[config.mk]
export PLATFORM = sky130hd
export DESIGN_NAME = sync_fifo_param_flat
export DESIGN_NICKNAME = d
export VERILOG_FILES = /design/src/rtl/sync_fifo_param_if.sv /design/src/rtl/sync_fifo_param.sv /design/src/flat_wrapper.sv
export SDC_FILE = /design/constraint.sdc
export NUM_CORES = 1
export LEC_CHECK = 0
export ABC_AREA = 1
export ABC_CLOCK_PERIOD_IN_PS = 3600
export BUFFER_PORTS_ARGS = -buffer_cell sky130_fd_sc_hd__buf_2
export CORE_ASPECT_RATIO = 0.7
export CORE_UTILIZATION = 60
export CTS_BUF_LIST = sky130_fd_sc_hd__clkbuf_16
export CTS_CLUSTER_DIAMETER = 150
export DETAILED_ROUTE_END_ITERATION = 7
export PLACE_DENSITY = 0.91
export SLEW_MARGIN = 10
export SYNTH_ARGS = -nofsm -noshare
export SYNTH_HDL_FRONTEND = slang
export SYNTH_SLANG_ARGS = --single-unit
[constraint.sdc]
create_clock -name clk -period 3.6 [get_ports clk]
set_clock_uncertainty 0.15 [all_clocks]
set_input_delay 0.36 -clock clk [delete_from_list [all_inputs] [get_ports clk]]
set_output_delay 0.36 -clock clk [all_outputs]
set_load 0.01 [all_outputs]
[src/rtl/sync_fifo_param_if.sv]
`default_nettype none
// ---------------------------------------------------------------------------
// Module   : sync_fifo_param_if
// Brief    : Write/read/status bundle shared by a FIFO and its datapath neighbours.
// Revision : 1.0
// ---------------------------------------------------------------------------
interface sync_fifo_param_if #(
    parameter int DW    = 16,
    parameter int DEPTH = 8
);
    localparam int CW = $clog2(DEPTH + 1);

    logic          flush;
    logic          wr_en;
    logic [DW-1:0] din;
    logic          rd_en;
    logic [DW-1:0] dout;
    logic          dout_vld;
    logic          full;
    logic          empty;
    logic          almost_full;
    logic          almost_empty;
    logic [CW-1:0] fifo_cnt;
    logic          overflow;
    logic          underflow;

    modport master (
        output flush, wr_en, din, rd_en,
        input  dout, dout_vld, full, empty, almost_full, almost_empty,
        input  fifo_cnt, overflow, underflow
    );

    modport slave (
        input  flush, wr_en, din, rd_en,
        output dout, dout_vld, full, empty, almost_full, almost_empty,
        output fifo_cnt, overflow, underflow
    );
endinterface
`default_nettype wire

[src/rtl/sync_fifo_param.sv]
`default_nettype none
// ---------------------------------------------------------------------------
// Module   : sync_fifo_param
// Brief    : Single-clock FIFO, any depth >= 2, standard or FWFT read, thresholds.
// Revision : 1.0
// ---------------------------------------------------------------------------
module sync_fifo_param #(
    parameter int DW     = 16,
    parameter int DEPTH  = 8,
    parameter int FWFT   = 0,
    parameter int AF_LVL = DEPTH - 1,
    parameter int AE_LVL = 1
) (
    input  wire logic           clk,
    input  wire logic           rst_n,
    sync_fifo_param_if.slave    bus
);
    localparam int AW = ($clog2(DEPTH) > 1) ? $clog2(DEPTH) : 1;
    localparam int CW = $clog2(DEPTH + 1);
    localparam logic [AW-1:0] c_LAST_PTR = AW'(DEPTH - 1);

    logic [DW-1:0] r_mem [DEPTH];
    logic [AW-1:0] r_wr_ptr;
    logic [AW-1:0] r_rd_ptr;
    logic [CW-1:0] r_cnt;
    logic          r_overflow;
    logic          r_underflow;

    logic          w_full;
    logic          w_empty;
    logic          w_rd_ok;
    logic          w_wr_ok;
    logic [DW-1:0] w_head;

    assign w_full  = (r_cnt == CW'(DEPTH));
    assign w_empty = (r_cnt == '0);
    assign w_rd_ok = bus.rd_en & ~w_empty & ~bus.flush;
    // A full FIFO still accepts a write when a read frees a slot on the same edge.
    assign w_wr_ok = bus.wr_en & ~bus.flush & (~w_full | w_rd_ok);
    assign w_head  = r_mem[r_rd_ptr];

    always_ff @(posedge clk) begin
        if (w_wr_ok) begin
            r_mem[r_wr_ptr] <= bus.din;
        end
    end

    always_ff @(posedge clk or negedge rst_n) begin
        if (!rst_n) begin
            r_wr_ptr    <= '0;
            r_rd_ptr    <= '0;
            r_cnt       <= '0;
            r_overflow  <= 1'b0;
            r_underflow <= 1'b0;
        end else if (bus.flush) begin
            r_wr_ptr    <= '0;
            r_rd_ptr    <= '0;
            r_cnt       <= '0;
            r_overflow  <= 1'b0;
            r_underflow <= 1'b0;
        end else begin
            if (w_wr_ok) begin
                r_wr_ptr <= (r_wr_ptr == c_LAST_PTR) ? '0 : r_wr_ptr + AW'(1);
            end
            if (w_rd_ok) begin
                r_rd_ptr <= (r_rd_ptr == c_LAST_PTR) ? '0 : r_rd_ptr + AW'(1);
            end
            case ({w_wr_ok, w_rd_ok})
                2'b10:   r_cnt <= r_cnt + CW'(1);
                2'b01:   r_cnt <= r_cnt - CW'(1);
                default: r_cnt <= r_cnt;
            endcase
            if (bus.wr_en && !w_wr_ok) begin
                r_overflow <= 1'b1;
            end
            if (bus.rd_en && !w_rd_ok) begin
                r_underflow <= 1'b1;
            end
        end
    end

    generate
        if (FWFT != 0) begin : g_fwft
            // Head is zeroed while empty so reset and flush present a clean bus.
            assign bus.dout     = w_empty ? '0 : w_head;
            assign bus.dout_vld = ~w_empty;
        end else begin : g_std
            logic [DW-1:0] r_dout;
            logic          r_dout_vld;

            always_ff @(posedge clk or negedge rst_n) begin
                if (!rst_n) begin
                    r_dout     <= '0;
                    r_dout_vld <= 1'b0;
                end else if (bus.flush) begin
                    r_dout     <= '0;
                    r_dout_vld <= 1'b0;
                end else if (w_rd_ok) begin
                    r_dout     <= w_head;
                    r_dout_vld <= 1'b1;
                end else begin
                    r_dout_vld <= 1'b0;
                end
            end

            assign bus.dout     = r_dout;
            assign bus.dout_vld = r_dout_vld;
        end
    endgenerate

    assign bus.full         = w_full;
    assign bus.empty        = w_empty;
    assign bus.almost_full  = (r_cnt >= CW'(AF_LVL));
    assign bus.almost_empty = (r_cnt <= CW'(AE_LVL));
    assign bus.fifo_cnt     = r_cnt;
    assign bus.overflow     = r_overflow;
    assign bus.underflow    = r_underflow;

endmodule
`default_nettype wire
[src/flat_wrapper.sv]
// flat-port wrapper written by rule: the top's interface ports become plain ports
module sync_fifo_param_flat 
#(
    parameter int DW     = 16,
    parameter int DEPTH  = 8,
    parameter int FWFT   = 0,
    parameter int AF_LVL = DEPTH - 1,
    parameter int AE_LVL = 1
)
  (clk, rst_n, bus_flush, bus_wr_en, bus_din, bus_rd_en, bus_dout, bus_dout_vld, bus_full, bus_empty, bus_almost_full, bus_almost_empty, bus_fifo_cnt, bus_overflow, bus_underflow);
  sync_fifo_param_if #(.DW(DW), .DEPTH(DEPTH)) bus_i ();
  input  wire logic clk;
  input  wire logic rst_n;
  input wire logic [$bits(bus_i.flush)-1:0] bus_flush;
  input wire logic [$bits(bus_i.wr_en)-1:0] bus_wr_en;
  input wire logic [$bits(bus_i.din)-1:0] bus_din;
  input wire logic [$bits(bus_i.rd_en)-1:0] bus_rd_en;
  output wire logic [$bits(bus_i.dout)-1:0] bus_dout;
  output wire logic [$bits(bus_i.dout_vld)-1:0] bus_dout_vld;
  output wire logic [$bits(bus_i.full)-1:0] bus_full;
  output wire logic [$bits(bus_i.empty)-1:0] bus_empty;
  output wire logic [$bits(bus_i.almost_full)-1:0] bus_almost_full;
  output wire logic [$bits(bus_i.almost_empty)-1:0] bus_almost_empty;
  output wire logic [$bits(bus_i.fifo_cnt)-1:0] bus_fifo_cnt;
  output wire logic [$bits(bus_i.overflow)-1:0] bus_overflow;
  output wire logic [$bits(bus_i.underflow)-1:0] bus_underflow;
  assign bus_i.flush = bus_flush;
  assign bus_i.wr_en = bus_wr_en;
  assign bus_i.din = bus_din;
  assign bus_i.rd_en = bus_rd_en;
  assign bus_dout = bus_i.dout;
  assign bus_dout_vld = bus_i.dout_vld;
  assign bus_full = bus_i.full;
  assign bus_empty = bus_i.empty;
  assign bus_almost_full = bus_i.almost_full;
  assign bus_almost_empty = bus_i.almost_empty;
  assign bus_fifo_cnt = bus_i.fifo_cnt;
  assign bus_overflow = bus_i.overflow;
  assign bus_underflow = bus_i.underflow;
  sync_fifo_param #(.DW(DW), .DEPTH(DEPTH), .FWFT(FWFT), .AF_LVL(AF_LVL), .AE_LVL(AE_LVL)) u_core (.clk(clk), .rst_n(rst_n), .bus(bus_i));
endmodule
# Word level (Yosys, flattened, before mapping)

Memory sizes are Yosys's and may differ from the RTL's.
Cells that the tools add are included.

Output and inout bits: 27
Bits of input ports: 21
Memories kept: 1
Register bits after elaboration: 29
Logic and storage cells: 55
RAM bits: 128

Memory list:

| memory       | words | bits a word | read ports | clocked after memory_dff | wr ports | line                  | source |
|---|---|---|---|---|---|---|---|
| u_core.r_mem | 8     | 16          | 1          | 0                        | 1        | sync_fifo_param.sv:22 | `logic [DW-1:0] r_mem [DEPTH];` |

Reductions and logical operators: 10
Order comparisons: 2
Add/sub/neg operators: 4
Muxes and demuxes: 18
Bitwise logic cells: 8
Equal/unequal tests: 5

Operators with widths:

| kind                                                                                 | number |
|---|---|
| 16-bit 2-to-1 mux                                                                    | 2 |
| 3-bit 2-to-1 mux                                                                     | 6 |
| 1-bit 2-to-1 mux                                                                     | 8 |
| 4-bit one-hot mux with 2 select lines                                                | 1 |
| 2-bit nonzero test                                                                   | 4 |
| 3-bit by 1-bit adder with 3-bit output (second input constant)                       | 2 |
| 3-bit equality test (second input constant)                                          | 2 |
| 4-bit by 1-bit adder with 4-bit output (second input constant)                       | 1 |
| 1-bit bitwise AND                                                                    | 4 |
| 4-bit equality test (second input constant)                                          | 1 |
| 4-bit by 3-bit greater-or-equal comparator with 1-bit output (second input constant) | 1 |
| 4-bit by 1-bit less-or-equal comparator with 1-bit output (second input constant)    | 1 |
| 4-bit zero test                                                                      | 1 |
| 4-bit 2-to-1 mux                                                                     | 1 |
| 4-bit by 1-bit subtractor with 4-bit output (second input constant)                  | 1 |
| 1-bit NOT                                                                            | 3 |
| 3-bit nonzero test                                                                   | 1 |
| 2-bit by 1-bit equality test with 1-bit output (second input constant)               | 1 |
| 2-bit equality test (second input constant)                                          | 1 |
| 1-bit logical AND                                                                    | 2 |
| 1-bit zero test                                                                      | 2 |
| 1-bit OR                                                                             | 1 |

# Depth between registers and ports, before layout

Gate-level depths: netlist (run 1).

Depth after elaboration: 10
Depth in mapped cells: 11
Mapped depth without buffers: 11

# Worst setup path after synthesis (run 1)

No wires, ideal clock.

Kind: reg-to-reg
From: register u_core.r_cnt[0] (netlist: u_core.bus.fifo_cnt[0])
To: memory u_core.r_mem[1][0], enable pin
Setup time: 0.388 ns
Setup slack: 0.965 ns
Cell stages (with the launch flop): 12
Period minus slack after synthesis: 2.635 ns
Arrival time: 2.097 ns
Required time: 3.062 ns
Buffers on the path: 0
Cell sequence: dfrtp_1 -> inv_1 -> ha_1 -> inv_1 -> nor2_1 -> nand2_1 -> inv_1 -> nand2_1 -> nand2_2 -> inv_2 -> nand2_2 -> nor2_1

Elaborated cells between the ends (all ways): 10
Those cells by class: eq/ne: 1; mux: 2; bitwise: 6; reduce/logical: 1

RTL lines:

| element                                | line                  | source |
|---|---|---|
| start: declaration                     | sync_fifo_param.sv:25 | `logic [CW-1:0] r_cnt;` |
| start signal: assignment               | sync_fifo_param.sv:69 | `2'b10: r_cnt <= r_cnt + CW'(1);` |
| start signal: assignment               | sync_fifo_param.sv:70 | `2'b01: r_cnt <= r_cnt - CW'(1);` |
| start signal: assignment               | sync_fifo_param.sv:71 | `default: r_cnt <= r_cnt;` |
| 4-bit equality test                    | sync_fifo_param.sv:35 | `assign w_full = (r_cnt == CW'(DEPTH));` |
| named net bus_full                     | flat_wrapper.sv:20    | `output wire logic [$bits(bus_i.full)-1:0] bus_full;` |
| 1-bit NOT                              | sync_fifo_param.sv:39 | `assign w_wr_ok = bus.wr_en & ~bus.flush & (~w_full \| w_rd_ok);` |
| 1-bit OR                               | sync_fifo_param.sv:39 |  |
| 1-bit bitwise AND                      | sync_fifo_param.sv:39 |  |
| 1-bit 2-to-1 mux                       | sync_fifo_param.sv:43 | `if (w_wr_ok) begin` |
| 1-bit 2-to-1 mux (not written as such) | sync_fifo_param.sv:44 | `r_mem[r_wr_ptr] <= bus.din;` |
| end: declaration                       | sync_fifo_param.sv:22 |  |

The timed path passes the listed nets, and every way through them passes these cells.

# Final worst setup path (run 1)

From: register u_core.r_cnt[0] (netlist: u_core.bus.fifo_cnt[0])
To: memory u_core.r_mem[7][1], enable pin

Longest elaborated chain between the ends: 8
Elaborated cells between the ends (all ways): 10
Those cells by class: eq/ne: 1; mux: 2; bitwise: 6; reduce/logical: 1

RTL lines:

| element                                  | line                  | source |
|---|---|---|
| 4-bit zero test                          | sync_fifo_param.sv:36 | `assign w_empty = (r_cnt == '0);` |
| 1-bit NOT                                | sync_fifo_param.sv:37 | `assign w_rd_ok = bus.rd_en & ~w_empty & ~bus.flush;` |
| 1-bit bitwise AND (2 in a row)           | sync_fifo_param.sv:37 |  |
| 1-bit OR *                               | sync_fifo_param.sv:39 |  |
| 1-bit bitwise AND *                      | sync_fifo_param.sv:39 |  |
| 1-bit 2-to-1 mux *                       | sync_fifo_param.sv:43 |  |
| 1-bit 2-to-1 mux (not written as such) * | sync_fifo_param.sv:44 |  |

Every way passes the cells marked *; elsewhere a longest branch is shown, timed or not.

==> results.json, run 1 <==
{
  "status": "complete, no violations",
  "period_share": 0.712,
  "port_buffers": 47,
  "setup.worst_path.end_class": "register",
  "synth_warnings": 0,
  "area_growth_pct": 13.5,
  "slew_viol_final": 0,
  "place.detailed.instances": 704,
  "clk_pin_slew_worst_paths_ns": 0.06,
  "synth.distinct_cells": 28,
  "ys_seq_area_frac": 0.705,
  "avgRoutedWirePerCell_um": 19.2,
  "synth_cells": 543,
  "hpwlAfterDp_um": 8470,
  "antenna_found_initial": 0,
  "grt_usage": 0.273,
  "period_needed_ns": 2.56,
  "ys_ff_latch": 157,
  "crit_required_ns": 3.57,
  "postCtsSetupBuffers": 0,
  "gr-total-overflow": 0,
  "start_util": 0.621,
  "grt_pass1_vias": 4279,
  "syn_area_um2": 6480,
  "ant_nets": 0,
  "synth_flop_cell": "edfxtp_1",
  "fp-row-count": 31,
  "dieHeight_um": 89.0,
  "cts_resized": 0,
  "cp_slowest_cell": "dfrtp_1",
  "drt_first_pass_iters": 5,
  "hold_path_class": "in -> reg",
  "clock-sinks": 157,
  "crit_type": "reg -> reg",
  "final_cells": 737,
  "dieArea_um2": 11200,
  "crit_start": "u_core.bus.fifo_cnt[0]$_DFFE_PN0P_",
  "final_area_um2": 7350,
  "drive_gt1_frac": 0.164,
  "leakage_uw": 0.00290,
  "synthArstFlopShare": 0.185,
  "worst_slew_pin_slew_ns": 0.780,
  "cap_violations": 0,
  "placed_area_um2": 6780,
  "clk_latency_ns": 0.42,
  "grt_max_degree": 67,
  "final_hold_viol_count": 0,
  "path_cells": "inv_1 > ha_1 > inv_1 > nor2_1 > nand2_1 > inv_1 > nand2_1 > nand2_2 > inv_2 > nand2_2 > nor2_1 > buf_4",
  "drc": 0,
  "finalSetupViolations": 0,
  "numCtsBuffers": 17,
  "r2r_start": "u_core.bus.fifo_cnt[0]$_DFFE_PN0P_",
  "relSlewSlack": 0.480,
  "rrSetupSlack_ns": 1.04,
  "cp_max_fo": 12,
  "start_kind": "register",
  "drt_iter0_markers": 549,
  "core-area_um2": 10400,
  "totalWireLength_um": 14100,
  "finalWeightedCongestion": 0.857,
  "min-delay-start": "bus_flush",
  "finalNetCount": 620,
  "rsz0062_at_grt": "false",
  "cpMostUsedCell": "inv_1",
  "clock_path_buffers": 2,
  "grt_pass1_wl_um": 22100,
  "cp.arrival_ns": 2.53,
  "synth_edf_count": 128,
  "syn_nets": 571,
  "rr_worst_depth": 12,
  "die_x_um": 126,
  "root_buffer": "clkbuf_16",
  "avgSynthCellArea_um2": 11.9,
  "tns_ns": 0,
  "cts_tree": "built",
  "vias": 4394,
  "cpPeakStageDelay_ns": 0.45,
  "h-tree-depth": 4,
  "whs_ns": 0.0615,
  "antenna_cells": 0,
  "vias_per_cell": 5.96,
  "endpoint": "u_core.r_mem[7][1]$_DFFE_PP_",
  "max_freq_mhz": 390,
  "pwr_density_cell_nw_per_um2": 644,
  "ios": 48,
  "max-vdd-ir-drop_mv": 0.371,
  "reg2reg_to": "u_core.r_mem[7][1]$_DFFE_PP_"
}
worst min path at each step:
stage | end | slack [ns] | cells after the start
after floorplan | u_core.bus.dout[0]$_DFFE_PN0P_ | -0.09 | 0
after global placement | u_core.bus.fifo_cnt[3]$_DFFE_PN0P_ | 0.31 | 1
after detailed placement | u_core.bus.fifo_cnt[3]$_DFFE_PN0P_ | 0.31 | 1
after CTS | u_core.bus.underflow$_DFFE_PN0P_ | 0.05 | 2
after global routing | u_core.r_mem[4][4]$_DFFE_PP_ | 0.07 | 1
final | u_core.bus.underflow$_DFFE_PN0P_ | 0.06 | 2
critical path: cells and delay by family, from the launching register on:
family	cells	cell delay, ns
adder cells (fa/ha/maj)	1	0.27
buffers and inverters	5	0.67
flip-flops	1	0.45
AND/OR/NAND/NOR	6	0.71
layout by cell type, fill, tap and decap left out, types with 5 or more instances in the layout:
master,count
nand2_1,68
nand2_2,5
o21ai_0,67
clkbuf_16,17
edfxtp_1,128
dfrtp_1,29
o211ai_1,32
inv_1,22
ha_1,7
buf_4,11
nor2_1,114
buf_2,47
nand3_1,26
cell usage after synthesis (3+ instances only):
library cell  count  area [um^2]
nand2_1          68          255
nand3_1          26          130
edfxtp_1        128         3840
buf_4             7         52.6
clkbuf_2          3         15.0
dfrtp_1          29          726
o211ai_1         32          240
ha_1              7         87.6
buf_2            12         60.1
nor2_1          114          428
nand4_1           4         25.0
o21ai_0          67          335
nand2_2           5         31.3
inv_1            20         75.1
clkbuf_1          4         15.0
registers in the layout (all words and copies together) (netlist names):
| register | count |
|---|---|
| u_core.r_wr_ptr | 3 |
| u_core.bus.fifo_cnt | 4 |
| u_core.bus.dout_vld | 1 |
| u_core.bus.underflow | 1 |
| u_core.r_mem | 128 |
| u_core.r_rd_ptr | 3 |
| u_core.bus.dout | 16 |
| u_core.bus.overflow | 1 |
metal layers:
metal	vias to the layer above	wire [um]	GRT usage	part of all wire
met1	2136	5860	0.350	0.41
li1	2008	-	-	-
met4	0	233	0.119	0.016
met2	230	6930	0.455	0.49
met5	-	0	0	0
met3	20	1120	0.0652	0.079
what timing repair did:
item | 4_1_cts | 5_1_grt
endpoints found under the setup margin | 0 | 0
hold endpoints to repair | 29 | 0
hold buffers | 1 | 0
metrics by stage:
| stage | worst slack [ns] | power (uW) | utilization |
|---|---|---|---|
| 5_1_grt | 0.810 | 4920 | 0.705 |
| 6_report | 1.04 | 4740 | 0.705 |
| 2_1_floorplan | 0.965 | 2810 | - |
| 4_1_cts | 1.06 | 4750 | 0.705 |
| 3_3_place_gp | 1.18 | 3010 | 0.650 |
| 3_5_place_dp | 1.09 | 3060 | 0.650 |
logic make-up after synthesis:
logic type	share of synthesized area
AO/OA/AOI/OAI	0.0913
buffers and inverters	0.0419
flip-flops	0.705
adder cells (fa/ha/maj)	0.0135
XOR/XNOR	0.00135
AND/OR/NAND/NOR	0.147
final cells by class:
class	count	area, um^2
clock inverters	15	133
flip-flops and latches	157	4570
fillers	662	3080
inverters	24	92.6
repair buffers	59	328
clock buffers	17	425
well taps	132	165
multi-input cells	333	1640
power breakdown:
group	total (uW)	leakage, uW	internal [uW]	switching [uW]
combinational	896	0.00107	280	616
clock	1690	0.000281	1000	691
sequential	2150	0.00155	2070	73.2
No activity file was read; power rests on OpenSTA's default activity.
==> run 2, diff against run 1 <==
ABC_CLOCK_PERIOD_IN_PS = 2300   (was 3600)
CORE_UTILIZATION = 54   (was 60)
PLACE_DENSITY = 0.87   (was 0.91)
clock period = 2.3 ns   (was 3.6 ns; I/O delays follow)
==> run 2 against run 1 <==
Combinational power rose by 76%. Largest power group unchanged. Global-route usage decreased by 0.067 points. Register-to-register slack worse by 0.89 ns. Highest routed layer unchanged. Cell count is 6.9% higher. Critical endpoint is now u_core.r_mem[4][6]$_DFFE_PP_. First-iteration DRC count grew 12%.
==> results.json, run 2 (synthesized netlist as in run 1, its figures left out) <==
{
  "grtUsageMet2": 0.424,
  "grt_pass1_vias": 4440,
  "clock-sinks": 157,
  "avgRoutedWirePerCell_um": 19.5,
  "relSlewSlack": 0.489,
  "whs_path_depth": 1,
  "rr_worst_depth": 12,
  "core-area_um2": 11700,
  "clk_latency_ns": 0.43,
  "drc": 0,
  "gr-total-overflow": 0,
  "rrSetupSlack_ns": 0.15,
  "h-tree-depth": 4,
  "tns_ns": 0,
  "use_met1": 0.356,
  "final_cell_mix": "edfxtp_1, nor2_1, nand2_1",
  "grt_usage": 0.272,
  "place.detailed.instances": 737,
  "antenna_cells": 0,
  "vias_per_cell": 5.75,
  "min-delay-start": "bus_din[12]",
  "max-vdd-ir-drop_mv": 0.620,
  "rsz0062_at_grt": "false",
  "finalNetCount": 646,
  "crit_required_ns": 2.29,
  "vias": 4531,
  "grt_pass1_wl_um": 24300,
  "finalSetupViolations": 0,
  "finalWeightedCongestion": 0.885,
  "leakage_uw": 0.00303,
  "path_cells": "inv_1 > ha_2 > inv_1 > nor2_1 > nand2_1 > inv_1 > nand2_1 > nand2_2 > inv_4 > nand2_2 > nor2_2 > buf_4",
  "largest_reg_flops": 128,
  "hold_path_class": "in -> reg",
  "drive_gt1_frac": 0.192,
  "clock_path_buffers": 2,
  "period_needed_ns": 2.15,
  "seq_area_um2": 4570,
  "path_delay_family": "simple AND/OR/NAND/NOR gates",
  "hold-path-endpoint": "u_core.r_mem[1][12]$_DFFE_PP_",
  "cts_tree": "built",
  "dieHeight_um": 93.7,
  "ant_nets": 0,
  "crit_type": "reg -> reg",
  "crit_buf_inv": 5,
  "port_buffers": 47,
  "ios": 48,
  "cp_max_fo": 9,
  "final_hold_viol_count": 0,
  "top_register": "u_core.r_mem",
  "period_share": 0.933,
  "cp.arrival_ns": 2.13,
  "dieArea_um2": 12400,
  "grtUsageMet3": 0.0728,
  "antenna_found_initial": 0,
  "cap_violations": 0,
  "start_kind": "register",
  "final_common_cell": "edfxtp_1",
  "status": "complete, no violations",
  "clk_pin_slew_worst_paths_ns": 0.06,
  "multi_input_area_um2": 1670,
  "drt_first_pass_iters": 7,
  "final_cells": 788,
  "grt_max_degree": 67,
  "cpMostUsedCell": "inv_1",
  "r2r_start": "u_core.bus.fifo_cnt[0]$_DFFE_PN0P_",
  "die_x_um": 133,
  "numCtsBuffers": 17,
  "worst_slew_pin_slew_ns": 0.767,
  "pwr_density_cell_nw_per_um2": 976,
  "area_growth_pct": 20.1,
  "slew_viol_final": 0,
  "hpwlAfterDp_um": 9480,
  "grt-busiest-layer": "met2",
  "cp_slowest_cell": "dfrtp_1",
  "max_freq_mhz": 466,
  "nFillCells": 815,
  "totalWireLength_um": 15400,
  "root_buffer": "clkbuf_16",
  "drt_iter0_markers": 616,
  "cpPeakStageDelay_ns": 0.36,
  "setup.worst_path.end_class": "register",
  "reg2reg_to": "u_core.r_mem[4][6]$_DFFE_PP_",
  "fp-row-count": 33,
  "start_util": 0.555
}
[run 2: worst max path at each step]
stage	start	end	cells past startpoint
floorplan	u_core.bus.fifo_cnt[0]$_DFFE_PN0P_	u_core.r_mem[1][0]$_DFFE_PP_	11
global placement	u_core.bus.fifo_cnt[0]$_DFFE_PN0P_	u_core.r_mem[6][1]$_DFFE_PP_	12
detailed placement	u_core.bus.fifo_cnt[0]$_DFFE_PN0P_	u_core.r_mem[6][8]$_DFFE_PP_	12
CTS	u_core.bus.fifo_cnt[0]$_DFFE_PN0P_	u_core.r_mem[6][14]$_DFFE_PP_	12
global route	u_core.bus.fifo_cnt[0]$_DFFE_PN0P_	u_core.r_mem[3][13]$_DFFE_PP_	12
finish	u_core.bus.fifo_cnt[0]$_DFFE_PN0P_	u_core.r_mem[4][6]$_DFFE_PP_	12
[run 2: stage by stage]
| step | total power, uW | worst slack, ns | hold WS (ns) | instance area (um^2) | utilization |
|---|---|---|---|---|---|
| after global placement | 4840 | 0.210 | 0.181 | 6980 | 0.598 |
| after detailed placement | 4910 | 0.126 | 0.200 | 6980 | 0.598 |
| after floorplan | 4400 | -0.100 | -0.216 | 6500 | - |
| after CTS | 7610 | 0.0829 | 0.00103 | 7730 | 0.662 |
| after global routing | 7930 | 0.0552 | -0.00374 | 7780 | 0.666 |
| final | 7590 | 0.153 | 0.0147 | 7780 | 0.666 |
[run 2: cell type report]
type | instances | share of cell area
Sequential cell | 157 | 0.587
Clock inverter | 15 | 0.0182
Tap cell | 157 | 0.0252
Timing Repair Buffer | 85 | 0.0881
Inverter | 24 | 0.0122
Multi-Input combinational cell | 333 | 0.214
Clock buffer | 17 | 0.0547
[run 2: repair_timing]
| item | CTS | global route |
|---|---|---|
| buffers inserted | 0 | 0 |
| resized for setup | 0 | 7 |
| endpoints found under the setup margin | 0 | 109 |
| hold endpoints to repair | 143 | 0 |
| hold buffers | 18 | 0 |
[run 2: routing by layer]
metal | part of all wire | wire length (um)
met5 | 0 | 0
met4 | 0.031 | 477
met3 | 0.092 | 1410
met2 | 0.47 | 7290
met1 | 0.40 | 6210
[run 2: power breakdown]
part / total (uW) / internal, uW / switching [uW]
Combinational: 1580 / 532 / 1050
Sequential: 3350 / 3240 / 104
Clock: 2660 / 1500 / 1160
Total: 7590 / 5280 / 2310
